$ cat src/rtl/sbio_mem_pkg.sv
// Shared command encodings and FSM state type for the serial-bus memory client.
package sbio_mem_pkg;

   localparam logic [1:0] CMD_READ  = 2'b01;
   localparam logic [1:0] CMD_WADDR = 2'b10;
   localparam logic [1:0] CMD_WDATA = 2'b11;

   typedef enum logic [1:0] {
      ST_IDLE,
      ST_SEND_CMD,
      ST_SEND_WDATA
   } state_e;

endpackage

$ cat src/rtl/sbio_mem_client_if.sv
// Request/response, transmitter and receiver signals of the memory client.
interface sbio_mem_client_if #(
   parameter int unsigned ADDR_BITS = 18,
   parameter int unsigned DATA_BITS = 16,
   parameter int unsigned TX_BITS   = 20,
   parameter int unsigned TAG_BITS  = 2
);
   logic                 req_valid;
   logic                 req_ready;
   logic                 req_write;
   logic [ADDR_BITS-1:0] req_addr;
   logic [DATA_BITS-1:0] req_wdata;
   logic [TAG_BITS-1:0]  req_tag;

   logic                 rsp_valid;
   logic [DATA_BITS-1:0] rsp_data;
   logic [TAG_BITS-1:0]  rsp_tag;

   logic                 tx_ready;
   logic                 tx_payload_valid;
   logic [TX_BITS-1:0]   tx_payload;
   logic                 tx_payload_accepted;

   logic                 rx_payload_received;
   logic [DATA_BITS-1:0] rx_payload;

   // Environment side: user logic, transmitter and receiver
   modport master (
      output req_valid, req_write, req_addr, req_wdata, req_tag,
      input  req_ready,
      input  rsp_valid, rsp_data, rsp_tag,
      output tx_ready, tx_payload_accepted,
      input  tx_payload_valid, tx_payload,
      output rx_payload_received, rx_payload
   );

   // Client side
   modport slave (
      input  req_valid, req_write, req_addr, req_wdata, req_tag,
      output req_ready,
      output rsp_valid, rsp_data, rsp_tag,
      input  tx_ready, tx_payload_accepted,
      output tx_payload_valid, tx_payload,
      input  rx_payload_received, rx_payload
   );
endinterface

$ cat src/rtl/sbio_tag_fifo.sv
// Read-tag FIFO: pop on empty is ignored, push and pop in one cycle both apply.
module sbio_tag_fifo #(
   parameter int unsigned DEPTH = 4,
   parameter int unsigned WIDTH = 2
) (
   input  logic                         clk,
   input  logic                         reset,
   input  logic                         push_i,
   input  logic [WIDTH-1:0]             data_i,
   input  logic                         pop_i,
   output logic [WIDTH-1:0]             head_c_o,
   output logic                         full_o,
   output logic                         empty_o,
   output logic [$clog2(DEPTH+1)-1:0]   count_o
);
   localparam int unsigned PTR_BITS = $clog2(DEPTH);
   localparam int unsigned CNT_BITS = $clog2(DEPTH+1);

   logic [WIDTH-1:0]    mem_q [DEPTH];
   logic [PTR_BITS-1:0] wr_ptr_q, wr_ptr_d;
   logic [PTR_BITS-1:0] rd_ptr_q, rd_ptr_d;
   logic [CNT_BITS-1:0] count_q, count_d;
   logic                full_q, full_d;
   logic                empty_q, empty_d;
   logic                do_push, do_pop;

   // Emptiness is judged before this cycle's push
   assign do_pop  = pop_i && !empty_q;
   assign do_push = push_i && (!full_q || do_pop);

   always_comb begin
      wr_ptr_d = wr_ptr_q;
      rd_ptr_d = rd_ptr_q;
      count_d  = count_q;
      if (do_push) wr_ptr_d = wr_ptr_q + PTR_BITS'(1);
      if (do_pop)  rd_ptr_d = rd_ptr_q + PTR_BITS'(1);
      count_d = count_q + CNT_BITS'(do_push) - CNT_BITS'(do_pop);
      full_d  = (count_d == CNT_BITS'(DEPTH));
      empty_d = (count_d == CNT_BITS'(0));
   end

   always_ff @(posedge clk) begin
      if (reset) begin
         wr_ptr_q <= '0;
         rd_ptr_q <= '0;
         count_q  <= '0;
         full_q   <= 1'b0;
         empty_q  <= 1'b1;
      end else begin
         wr_ptr_q <= wr_ptr_d;
         rd_ptr_q <= rd_ptr_d;
         count_q  <= count_d;
         full_q   <= full_d;
         empty_q  <= empty_d;
      end
   end

   always_ff @(posedge clk) begin
      if (do_push) mem_q[wr_ptr_q] <= data_i;
   end

   assign head_c_o = mem_q[rd_ptr_q];
   assign full_o   = full_q;
   assign empty_o  = empty_q;
   assign count_o  = count_q;

endmodule

$ cat src/rtl/sbio_mem_client.sv
// Memory-request client: packs user requests into transmitter payloads and
// matches receiver payloads to outstanding reads in order.
module sbio_mem_client
   import sbio_mem_pkg::*;
#(
   parameter int unsigned IO_BITS           = 2,
   parameter int unsigned TX_PAYLOAD_CYCLES = 10,
   parameter int unsigned RX_PAYLOAD_CYCLES = 8,
   parameter int unsigned ADDR_BITS         = 18,
   parameter int unsigned TAG_BITS          = 2,
   parameter int unsigned MAX_OUTSTANDING   = 4
) (
   input  logic                                   clk,
   input  logic                                   reset,
   sbio_mem_client_if.slave                       bus,
   output logic [$clog2(MAX_OUTSTANDING+1)-1:0]   outstanding,
   output logic                                   error
);
   localparam int unsigned TX_BITS    = IO_BITS * TX_PAYLOAD_CYCLES;
   localparam int unsigned DATA_BITS  = IO_BITS * RX_PAYLOAD_CYCLES;
   localparam int unsigned FIELD_BITS = TX_BITS - 2;

   if (ADDR_BITS > FIELD_BITS) begin : g_bad_addr_bits
      $error("ADDR_BITS must not exceed TX_BITS-2");
   end
   if ((MAX_OUTSTANDING < 2) || ((MAX_OUTSTANDING & (MAX_OUTSTANDING - 1)) != 0)) begin : g_bad_depth
      $error("MAX_OUTSTANDING must be a power of two >= 2");
   end

   state_e               state_q, state_d;
   logic [TX_BITS-1:0]   payload_q, payload_d;
   logic                 tx_valid_q, tx_valid_d;
   logic [TAG_BITS-1:0]  tag_q, tag_d;
   logic [DATA_BITS-1:0] wdata_q, wdata_d;
   logic                 write_q, write_d;
   logic                 req_ready_c;
   logic                 fifo_push;

   logic                 rsp_valid_q, rsp_valid_d;
   logic [DATA_BITS-1:0] rsp_data_q, rsp_data_d;
   logic [TAG_BITS-1:0]  rsp_tag_q, rsp_tag_d;
   logic                 error_q, error_d;
   logic                 fifo_pop;
   logic [TAG_BITS-1:0]  fifo_head;
   logic                 fifo_full, fifo_empty;

   // Request FSM: next state, payload and tag capture
   always_comb begin
      state_d     = state_q;
      payload_d   = payload_q;
      tx_valid_d  = tx_valid_q;
      tag_d       = tag_q;
      wdata_d     = wdata_q;
      write_d     = write_q;
      req_ready_c = 1'b0;
      fifo_push   = 1'b0;
      unique case (state_q)
         ST_IDLE: begin
            req_ready_c = !fifo_full;
            if (bus.req_valid && req_ready_c) begin
               payload_d  = {FIELD_BITS'(bus.req_addr),
                             bus.req_write ? CMD_WADDR : CMD_READ};
               tag_d      = bus.req_tag;
               wdata_d    = bus.req_wdata;
               write_d    = bus.req_write;
               tx_valid_d = 1'b1;
               state_d    = ST_SEND_CMD;
            end
         end
         ST_SEND_CMD: begin
            if (bus.tx_payload_accepted) begin
               if (write_q) begin
                  payload_d = {FIELD_BITS'(wdata_q), CMD_WDATA};
                  state_d   = ST_SEND_WDATA;
               end else begin
                  fifo_push  = 1'b1;
                  tx_valid_d = 1'b0;
                  state_d    = ST_IDLE;
               end
            end
         end
         ST_SEND_WDATA: begin
            if (bus.tx_payload_accepted) begin
               tx_valid_d = 1'b0;
               state_d    = ST_IDLE;
            end
         end
         default: begin
            tx_valid_d = 1'b0;
            state_d    = ST_IDLE;
         end
      endcase
   end

   always_ff @(posedge clk) begin
      if (reset) begin
         state_q    <= ST_IDLE;
         payload_q  <= '0;
         tx_valid_q <= 1'b0;
         tag_q      <= '0;
         wdata_q    <= '0;
         write_q    <= 1'b0;
      end else begin
         state_q    <= state_d;
         payload_q  <= payload_d;
         tx_valid_q <= tx_valid_d;
         tag_q      <= tag_d;
         wdata_q    <= wdata_d;
         write_q    <= write_d;
      end
   end

   // Response path: in-order match of received payloads against read tags
   assign fifo_pop = bus.rx_payload_received && !fifo_empty;

   always_comb begin
      rsp_valid_d = fifo_pop;
      rsp_data_d  = rsp_data_q;
      rsp_tag_d   = rsp_tag_q;
      error_d     = error_q;
      if (fifo_pop) begin
         rsp_data_d = bus.rx_payload;
         rsp_tag_d  = fifo_head;
      end
      if (bus.rx_payload_received && fifo_empty) error_d = 1'b1;
   end

   always_ff @(posedge clk) begin
      if (reset) begin
         rsp_valid_q <= 1'b0;
         rsp_data_q  <= '0;
         rsp_tag_q   <= '0;
         error_q     <= 1'b0;
      end else begin
         rsp_valid_q <= rsp_valid_d;
         rsp_data_q  <= rsp_data_d;
         rsp_tag_q   <= rsp_tag_d;
         error_q     <= error_d;
      end
   end

   sbio_tag_fifo #(
      .DEPTH (MAX_OUTSTANDING),
      .WIDTH (TAG_BITS)
   ) u_tag_fifo (
      .clk      (clk),
      .reset    (reset),
      .push_i   (fifo_push),
      .data_i   (tag_q),
      .pop_i    (fifo_pop),
      .head_c_o (fifo_head),
      .full_o   (fifo_full),
      .empty_o  (fifo_empty),
      .count_o  (outstanding)
   );

   assign bus.req_ready        = req_ready_c;
   assign bus.tx_payload_valid = tx_valid_q;
   assign bus.tx_payload       = payload_q;
   assign bus.rsp_valid        = rsp_valid_q;
   assign bus.rsp_data         = rsp_data_q;
   assign bus.rsp_tag          = rsp_tag_q;
   assign error                = error_q;

   // The transmitter only takes a payload it is offered, and only while idle
   a_accept_offered: assert property (@(posedge clk) disable iff (reset)
      bus.tx_payload_accepted |-> (bus.tx_payload_valid && bus.tx_ready));

endmodule

$ cat src/flat_wrapper.sv
// flat-port wrapper written by rule: the top's interface ports become plain ports
module sbio_mem_client_flat import sbio_mem_pkg::*;
#(
   parameter int unsigned IO_BITS           = 2,
   parameter int unsigned TX_PAYLOAD_CYCLES = 10,
   parameter int unsigned RX_PAYLOAD_CYCLES = 8,
   parameter int unsigned ADDR_BITS         = 18,
   parameter int unsigned TAG_BITS          = 2,
   parameter int unsigned MAX_OUTSTANDING   = 4
)
  (clk, reset, outstanding, error, bus_req_valid, bus_req_write, bus_req_addr, bus_req_wdata, bus_req_tag, bus_req_ready, bus_rsp_valid, bus_rsp_data, bus_rsp_tag, bus_tx_ready, bus_tx_payload_accepted, bus_tx_payload_valid, bus_tx_payload, bus_rx_payload_received, bus_rx_payload);
  sbio_mem_client_if #(.ADDR_BITS(ADDR_BITS), .TAG_BITS(TAG_BITS)) bus_i ();
  input  logic clk;
  input  logic reset;
  output logic [$clog2(MAX_OUTSTANDING+1)-1:0] outstanding;
  output logic error;
  input wire logic [$bits(bus_i.req_valid)-1:0] bus_req_valid;
  input wire logic [$bits(bus_i.req_write)-1:0] bus_req_write;
  input wire logic [$bits(bus_i.req_addr)-1:0] bus_req_addr;
  input wire logic [$bits(bus_i.req_wdata)-1:0] bus_req_wdata;
  input wire logic [$bits(bus_i.req_tag)-1:0] bus_req_tag;
  output wire logic [$bits(bus_i.req_ready)-1:0] bus_req_ready;
  output wire logic [$bits(bus_i.rsp_valid)-1:0] bus_rsp_valid;
  output wire logic [$bits(bus_i.rsp_data)-1:0] bus_rsp_data;
  output wire logic [$bits(bus_i.rsp_tag)-1:0] bus_rsp_tag;
  input wire logic [$bits(bus_i.tx_ready)-1:0] bus_tx_ready;
  input wire logic [$bits(bus_i.tx_payload_accepted)-1:0] bus_tx_payload_accepted;
  output wire logic [$bits(bus_i.tx_payload_valid)-1:0] bus_tx_payload_valid;
  output wire logic [$bits(bus_i.tx_payload)-1:0] bus_tx_payload;
  input wire logic [$bits(bus_i.rx_payload_received)-1:0] bus_rx_payload_received;
  input wire logic [$bits(bus_i.rx_payload)-1:0] bus_rx_payload;
  assign bus_i.req_valid = bus_req_valid;
  assign bus_i.req_write = bus_req_write;
  assign bus_i.req_addr = bus_req_addr;
  assign bus_i.req_wdata = bus_req_wdata;
  assign bus_i.req_tag = bus_req_tag;
  assign bus_req_ready = bus_i.req_ready;
  assign bus_rsp_valid = bus_i.rsp_valid;
  assign bus_rsp_data = bus_i.rsp_data;
  assign bus_rsp_tag = bus_i.rsp_tag;
  assign bus_i.tx_ready = bus_tx_ready;
  assign bus_i.tx_payload_accepted = bus_tx_payload_accepted;
  assign bus_tx_payload_valid = bus_i.tx_payload_valid;
  assign bus_tx_payload = bus_i.tx_payload;
  assign bus_i.rx_payload_received = bus_rx_payload_received;
  assign bus_i.rx_payload = bus_rx_payload;
  sbio_mem_client #(.IO_BITS(IO_BITS), .TX_PAYLOAD_CYCLES(TX_PAYLOAD_CYCLES), .RX_PAYLOAD_CYCLES(RX_PAYLOAD_CYCLES), .ADDR_BITS(ADDR_BITS), .TAG_BITS(TAG_BITS), .MAX_OUTSTANDING(MAX_OUTSTANDING)) u_core (.clk(clk), .reset(reset), .bus(bus_i), .outstanding(outstanding), .error(error));
endmodule
$ cat config.mk
export PLATFORM = sky130hd
export DESIGN_NAME = sbio_mem_client_flat
export DESIGN_NICKNAME = d
export VERILOG_FILES = /design/src/rtl/sbio_mem_pkg.sv /design/src/rtl/sbio_mem_client_if.sv /design/src/rtl/sbio_tag_fifo.sv /design/src/rtl/sbio_mem_client.sv /design/src/flat_wrapper.sv
export SDC_FILE = /design/constraint.sdc
export NUM_CORES = 1
export LEC_CHECK = 0
export ABC_AREA = 1
export CAP_MARGIN = 20
export CORE_UTILIZATION = 50
export DETAILED_ROUTE_END_ITERATION = 16
export DONT_BUFFER_PORTS = 1
export PLACE_DENSITY = 0.68
export SLEW_MARGIN = 20
export SYNTH_ARGS = -nofsm -noshare
export SYNTH_HDL_FRONTEND = slang
export SYNTH_HIERARCHICAL = 1
export SYNTH_SLANG_ARGS = --single-unit
export TNS_END_PERCENT = 10
$ cat constraint.sdc
create_clock -name clk -period 2.6 [get_ports clk]
set_clock_uncertainty 0.15 [all_clocks]
set_input_delay 0.65 -clock clk [delete_from_list [all_inputs] [get_ports clk]]
set_output_delay 0.65 -clock clk [all_outputs]
set_load 0.05 [all_outputs]
=== Yosys cells after proc, flatten, opt, wreduce, memory -nomap -nowiden ===
Memories as Yosys holds them, arrays and structs flattened. A register that Yosys moved wholly into a read port is not among the register bits.
Cells that the tools add are included.

* Mux-type cells: 21
* Add/subtract/negate cells: 4
* Equal/unequal tests: 8
* Reduce and logical (&&, ||, !) cells: 15

{| class="wikitable"
|+ Operators by type and width
! operator !! number
|-
| 2-to-1 mux 20 bit || 3
|-
| case mux 20 bit (2 select lines) || 1
|-
| 2-to-1 mux 1 bit || 10
|-
| 2-to-1 mux 2 bit || 5
|-
| AND reduction 4 bit || 2
|-
| inequality test 2 bit (second input constant) || 3
|-
| case mux 2 bit (3 select lines) || 1
|-
| logical AND 1 bit || 5
|-
| adder 2 x 1 -> 2 bit (second input constant) || 2
|-
| inequality test 2 x 1 -> 1 bit (second input constant) || 2
|-
| adder 3 x 1 -> 3 bit || 1
|-
| == test 3 bit (second input constant) || 1
|-
| zero test 3 bit || 1
|-
| case mux 1 bit (3 select lines) || 1
|-
| AND reduction 3 bit || 1
|-
| subtractor 3 x 1 -> 3 bit || 1
|-
| == test 2 x 1 -> 1 bit (second input constant) || 1
|-
| == test 2 bit (second input constant) || 1
|-
| zero test 1 bit || 2
|-
| zero test 2 bit || 1
|-
| AND reduction 2 bit || 1
|-
| nonzero test 2 bit || 1
|-
| logical OR 1 bit || 1
|}

* Bits in registers: 69
* Input port bits: 59
* Memories kept: 1
* Word-level logic and storage cells: 63
* Output and inout port bits: 45
* Memory bits (writable): 8

{| class="wikitable"
|+ Memories
! name !! depth !! bits a word !! rd ports !! clocked after memory_dff !! wr ports !! line !! text
|-
| u_core.u_tag_fifo.mem_q || 4 || 2 || 1 || 1 || 1 || sbio_tag_fifo.sv:19 || <nowiki>logic [WIDTH-1:0] mem_q [DEPTH];</nowiki>
|}

=== Depth between registers and ports, before layout ===
* Word-level depth: 8
* Gate-level depth with buffers: 16
* Depth with buffers taken out: 14

=== Hierarchy ===
Netlist, hierarchy kept.

{| class="wikitable"
|+ By module, submodules not included
! module !! area an instance (µm²) !! cells each !! seq. area each (µm²) !! times used
|-
| sbio_mem_client || 2504.9 || 352 || 1241.2 || 1
|-
| sbio_tag_fifo || 859.6 || 96 || 460.4 || 1
|}

=== Least setup slack after synthesis ===
Ideal clock, no wire load.

* Kind: input -> register
* Start point: input port bus_rx_payload_received
* End point: register u_core.u_tag_fifo.full_q, in the netlist u_core/u_tag_fifo/full_o
* Data required time: 2386 ps
* Setup slack: -263 ps
* Library setup time: 64 ps
* Buffers on the path: 2
* Cell stages on the path: 16
* Arrival time: 2649 ps
* Path through: inv_1 -> nor2_1 -> buf_2 -> buf_2 -> nand2_1 -> nand2_2 -> nand2_2 -> ha_1 -> inv_1 -> ha_1 -> inv_1 -> fa_1 -> inv_1 -> nor2_1 -> nand3_1 -> nor2_1

* Cells in the longest elaborated chain, start to end: 7

{| class="wikitable"
|+ Ends and longest elaborated chain
! item !! line !! text
|-
| from (decl) || flat_wrapper.sv:30 || <nowiki>input wire logic [$bits(bus_i.rx_payload_received)-1:0] bus_rx_payload_received;</nowiki>
|-
| logical AND 1 bit * || sbio_mem_client.sv:114 || <nowiki>assign fifo_pop = bus.rx_payload_received && !fifo_empty;</nowiki>
|-
| net u_core.fifo_pop || sbio_mem_client.sv:43 || <nowiki>logic fifo_pop;</nowiki>
|-
| logical AND 1 bit * || sbio_tag_fifo.sv:28 || <nowiki>assign do_pop = pop_i && !empty_q;</nowiki>
|-
| logical OR 1 bit || sbio_tag_fifo.sv:29 || <nowiki>assign do_push = push_i && (!full_q || do_pop);</nowiki>
|-
| logical AND 1 bit || sbio_tag_fifo.sv:29 ||
|-
| adder 3 x 1 -> 3 bit || sbio_tag_fifo.sv:37 || <nowiki>count_d = count_q + CNT_BITS'(do_push) - CNT_BITS'(do_pop);</nowiki>
|-
| subtractor 3 x 1 -> 3 bit * || sbio_tag_fifo.sv:37 ||
|-
| == test 3 bit * || sbio_tag_fifo.sv:38 || <nowiki>full_d = (count_d == CNT_BITS'(DEPTH));</nowiki>
|-
| to (signal assigned) || sbio_tag_fifo.sv:53 || <nowiki>full_q <= full_d;</nowiki>
|-
| to (decl) || sbio_tag_fifo.sv:23 || <nowiki>logic full_q, full_d;</nowiki>
|}

Mark *: on every way through the listed nets, which the timed path passes. The rest lies on a longest branch.
A chain may end at the register's enable or synchronous reset.

=== Worst setup path in the final report ===
* Start point: register u_core.state_q[0]
* End point: register u_core.u_tag_fifo.full_q, in the netlist u_core/u_tag_fifo/full_o

* Cells in the longest elaborated chain, start to end: 6

{| class="wikitable"
|+ Ends and longest elaborated chain
! item !! line !! text
|-
| from (decl) || sbio_mem_client.sv:30 || <nowiki>state_e state_q, state_d;</nowiki>
|-
| from (signal assigned) || sbio_mem_client.sv:104 || <nowiki>state_q <= state_d;</nowiki>
|-
| == test 2 x 1 -> 1 bit || sbio_mem_client.sv:57 || <nowiki>unique case (state_q)</nowiki>
|-
| 2-to-1 mux 1 bit || sbio_mem_client.sv:57 ||
|-
| net u_core.fifo_push || sbio_mem_client.sv:37 || <nowiki>logic fifo_push;</nowiki>
|-
| logical AND 1 bit || sbio_tag_fifo.sv:29 ||
|-
| adder 3 x 1 -> 3 bit || sbio_tag_fifo.sv:37 ||
|-
| subtractor 3 x 1 -> 3 bit || sbio_tag_fifo.sv:37 ||
|-
| == test 3 bit || sbio_tag_fifo.sv:38 ||
|}

The timed path passes the listed nets, and every way through them passes these cells.

==> metrics <==
status finished, violations left; failing checks design-rule violations; main combinational cell family by area after synthesis simple AND/OR/NAND/NOR gates; vias in the first global route 2556; DIE HEIGHT 84.03 um; H-tree Lvls 3; vias 2654; top_reg_cell synth dfxtp_1; Diodes inserted 0; First DRT Iteration DRCs 102; Crit Path Max Fanout 4; Sw Share 36.19%; endpoint type of the worst setup path flop; WP buf/inv 5; CP Capture Point u_core/u_tag_fifo/full_o; Seq pwr share 55.2%; FF-to-FF End u_core/u_tag_fifo/full_o; DR WL/cell 12.74 um; Top delay family on crit path adder cells; peak supply drop 0.4729 mV; Clk Latency, worst-skew pair 0.34 ns; CP peak stage delay 0.53 ns; Die ar. 7061 sq um; reg2reg start u_core/state_q[0]; clock power share 29.0%; share of synthesized registers carrying an async set or reset 0%; XOR/XNOR Fraction of Synth Area 0%; max frequency 412.2 MHz; residual DRC count 6; Slew Viols, Final 0; startpoint types flop; CTS tree done; slowest CP cell fa_1; Mapped Avg Cell Area 7.510 sq um; reg-to-reg slack, setup 0.17 ns; internal power 2.174 mW; Worst Hold Class in2reg; Synth area leaders dfxtp_1 43%, nor2_1 11%, nand2_1 8.6%, o21ai_0 7.3%, edfxtp_1 7.1%; Syn Nets 514; PwrDens 913.3 nW/um^2; Comb pwr share 15.8%; CP Launch Point u_core/state_q[0]; Psw 1.233 mW; Worst Tran Pin Value 0.5990 ns; Ports 104; Synth Area in Adders 2.826%; Synth cell types 28; area leader, netlist dfxtp_1; multiplexer area fraction after synthesis 0%; critical path type reg2reg; # rows 29; most common cell after layout, fill and taps aside nor2_1; minimum clock period after layout 2.426 ns; synthesis warning total 6; cells along the critical path inv_2 > nor2_4 > inv_2 > nor3_4 > nand2_4 > ha_4 > inv_2 > ha_4 > inv_2 > fa_1 > inv_1 > nor2_1 > nand3_1 > nor2_1; most used cell along the critical path inv_2; Simple-Gate Fraction of Synth Area 23.95%; Area Overhead vs Synth 10.86%; static leakage 1.668 nW; Initial Util 52.39%; largest net degree at the start of global routing 56; max_cap viols 0; Fin Hold WS 0.2139 ns; Seq/Total Area, Yosys 50.58%; Arr. time, crit path 2.55 ns; Post-synth EDFFs 8; CP required 2.73 ns; GPL Wtd Cong 0.7179; Root Buffer clkbuf_8; I/O Buffers 0; post-CTS resize count 0; Final Hold Viols 0; FF-to-FF path depth 14; wirelength, routed 6815 um; Mapped Area 3364 sq um; DIE WIDTH 84.03 um; clock slew at reported path FFs 0.08 ns; First-pass DRT Iterations 10; antenna-violating nets left 0; Syn Inst Count 448; post-synthesis register bit count 81; complex-gate fraction of the synthesized area 12.90%; Layout Utilization 58.08%; final setup fails 0; CTS Hold Buffers Added 0; initial antenna violation count 0; CTS sink cnt 81; instance count on the critical path 14; relative slew slack 60.01%; top cell type's share of synthesized area 43.44%; GRT Util Overall 20.26%; Detailed Place HPWL 4675 um; total grt overflow 0; CORE AREA 6422 sq um; Nets 519; TritonCTS buffer count 9; first-pass GRT wire length 11270 um; commonest non-fill, non-tap cells in the layout 99 x nor2_1, 76 x nand2_1, 73 x dfxtp_1; routed vias/inst 4.961; layout cells sized above 1 10.04%; clk buf depth 2; Final Cycle Share 93.32%; postcts setup bufs 0
[stage by stage]
stage	cell area (sq um)	setup WS [ns]	instances	setup TNS, ns	power, mW
after floorplan	3442	-0.05679	448	-0.07819	2.345
after CTS	3724	0.1090	535	0	3.435
after global placement	3510	0.03642	519	0	2.424
after global routing	3730	-0.005162	535	-0.005162	3.598
final	3730	0.1737	535	0	3.407
after detailed placement	3510	-0.006040	519	-0.006040	2.446
[synth_stat cells, types with 2 or more instances]
cell and number:
clkinv_1 3, o21ai_0 49, ha_1 6, nand2_1 77, nor2_1 100, nand2_2 2, clkbuf_1 7, dfxtp_1 73
buf_4 2, nor2_4 2, nand3_1 12, o22ai_1 2, o21ai_2 3, inv_2 3, o21ai_1 3, a21oi_1 27
buf_6 3, edfxtp_1 8, buf_2 3, inv_1 55
[final cells by class]
type	count	area [sq um]
fill	600	2693
sequential	81	1702
multi-input combinational	289	1396
inverter	61	239.0
clock buffer	13	148.9
tap	77	96.34
timing repair buffer	11	82.58
clock inverter	3	65.06
[state kept, by name, summed over array words and instances, names as in the netlist, 3 cells and up, named ones only]
signal / flops
u_core/bus.rsp_data: 16
u_core/bus.tx_payload: 20
u_core/wdata_q: 16
u_core/u_tag_fifo/mem_q: 8
u_core/u_tag_fifo/count_o: 3
[worst min path at each step]
| stage | endpoint | start | slack, ns | cells after the start |
|---|---|---|---|---|
| 2_1_floorplan | u_core/wdata_q[3] | u_core/wdata_q[3] | 0.27 | 2 |
| 6_report | u_core/u_tag_fifo/count_o[1] | reset | 0.21 | 1 |
| 3_5_place_dp | u_core/wdata_q[1] | u_core/wdata_q[1] | 0.29 | 2 |
| 5_1_grt | u_core/error | reset | 0.19 | 1 |
| 4_1_cts | u_core/u_tag_fifo/count_o[1] | reset | 0.20 | 1 |
| 3_3_place_gp | u_core/wdata_q[6] | u_core/wdata_q[6] | 0.29 | 2 |
[cells by family after synthesis]
family / Yosys count
flops: 81
compound gates: 84
fa+ha+maj: 7
buf+inv: 78
simple gates: 198
[per-layer routing]
metal	share of wire, %	vias to the layer above	track usage [%]
li1	-	1402	-
met1	46	1168	24.31
met2	46	73	33.76
met3	6.5	11	6.825
met4	1.5	0	7.210
met5	0	-	0
[power groups by stage]
| stage | Sequential, mW | Clock [mW] | Combinational, mW |
|---|---|---|---|
| floorplan | 1.89 | 0 | 0.452 |
| global placement | 1.91 | 0 | 0.518 |
| detailed placement | 1.91 | 0 | 0.537 |
| CTS | 1.88 | 1.01 | 0.540 |
| global route | 1.90 | 1.07 | 0.628 |
| finish | 1.88 | 0.988 | 0.538 |
(Power assumes the default switching activity.)
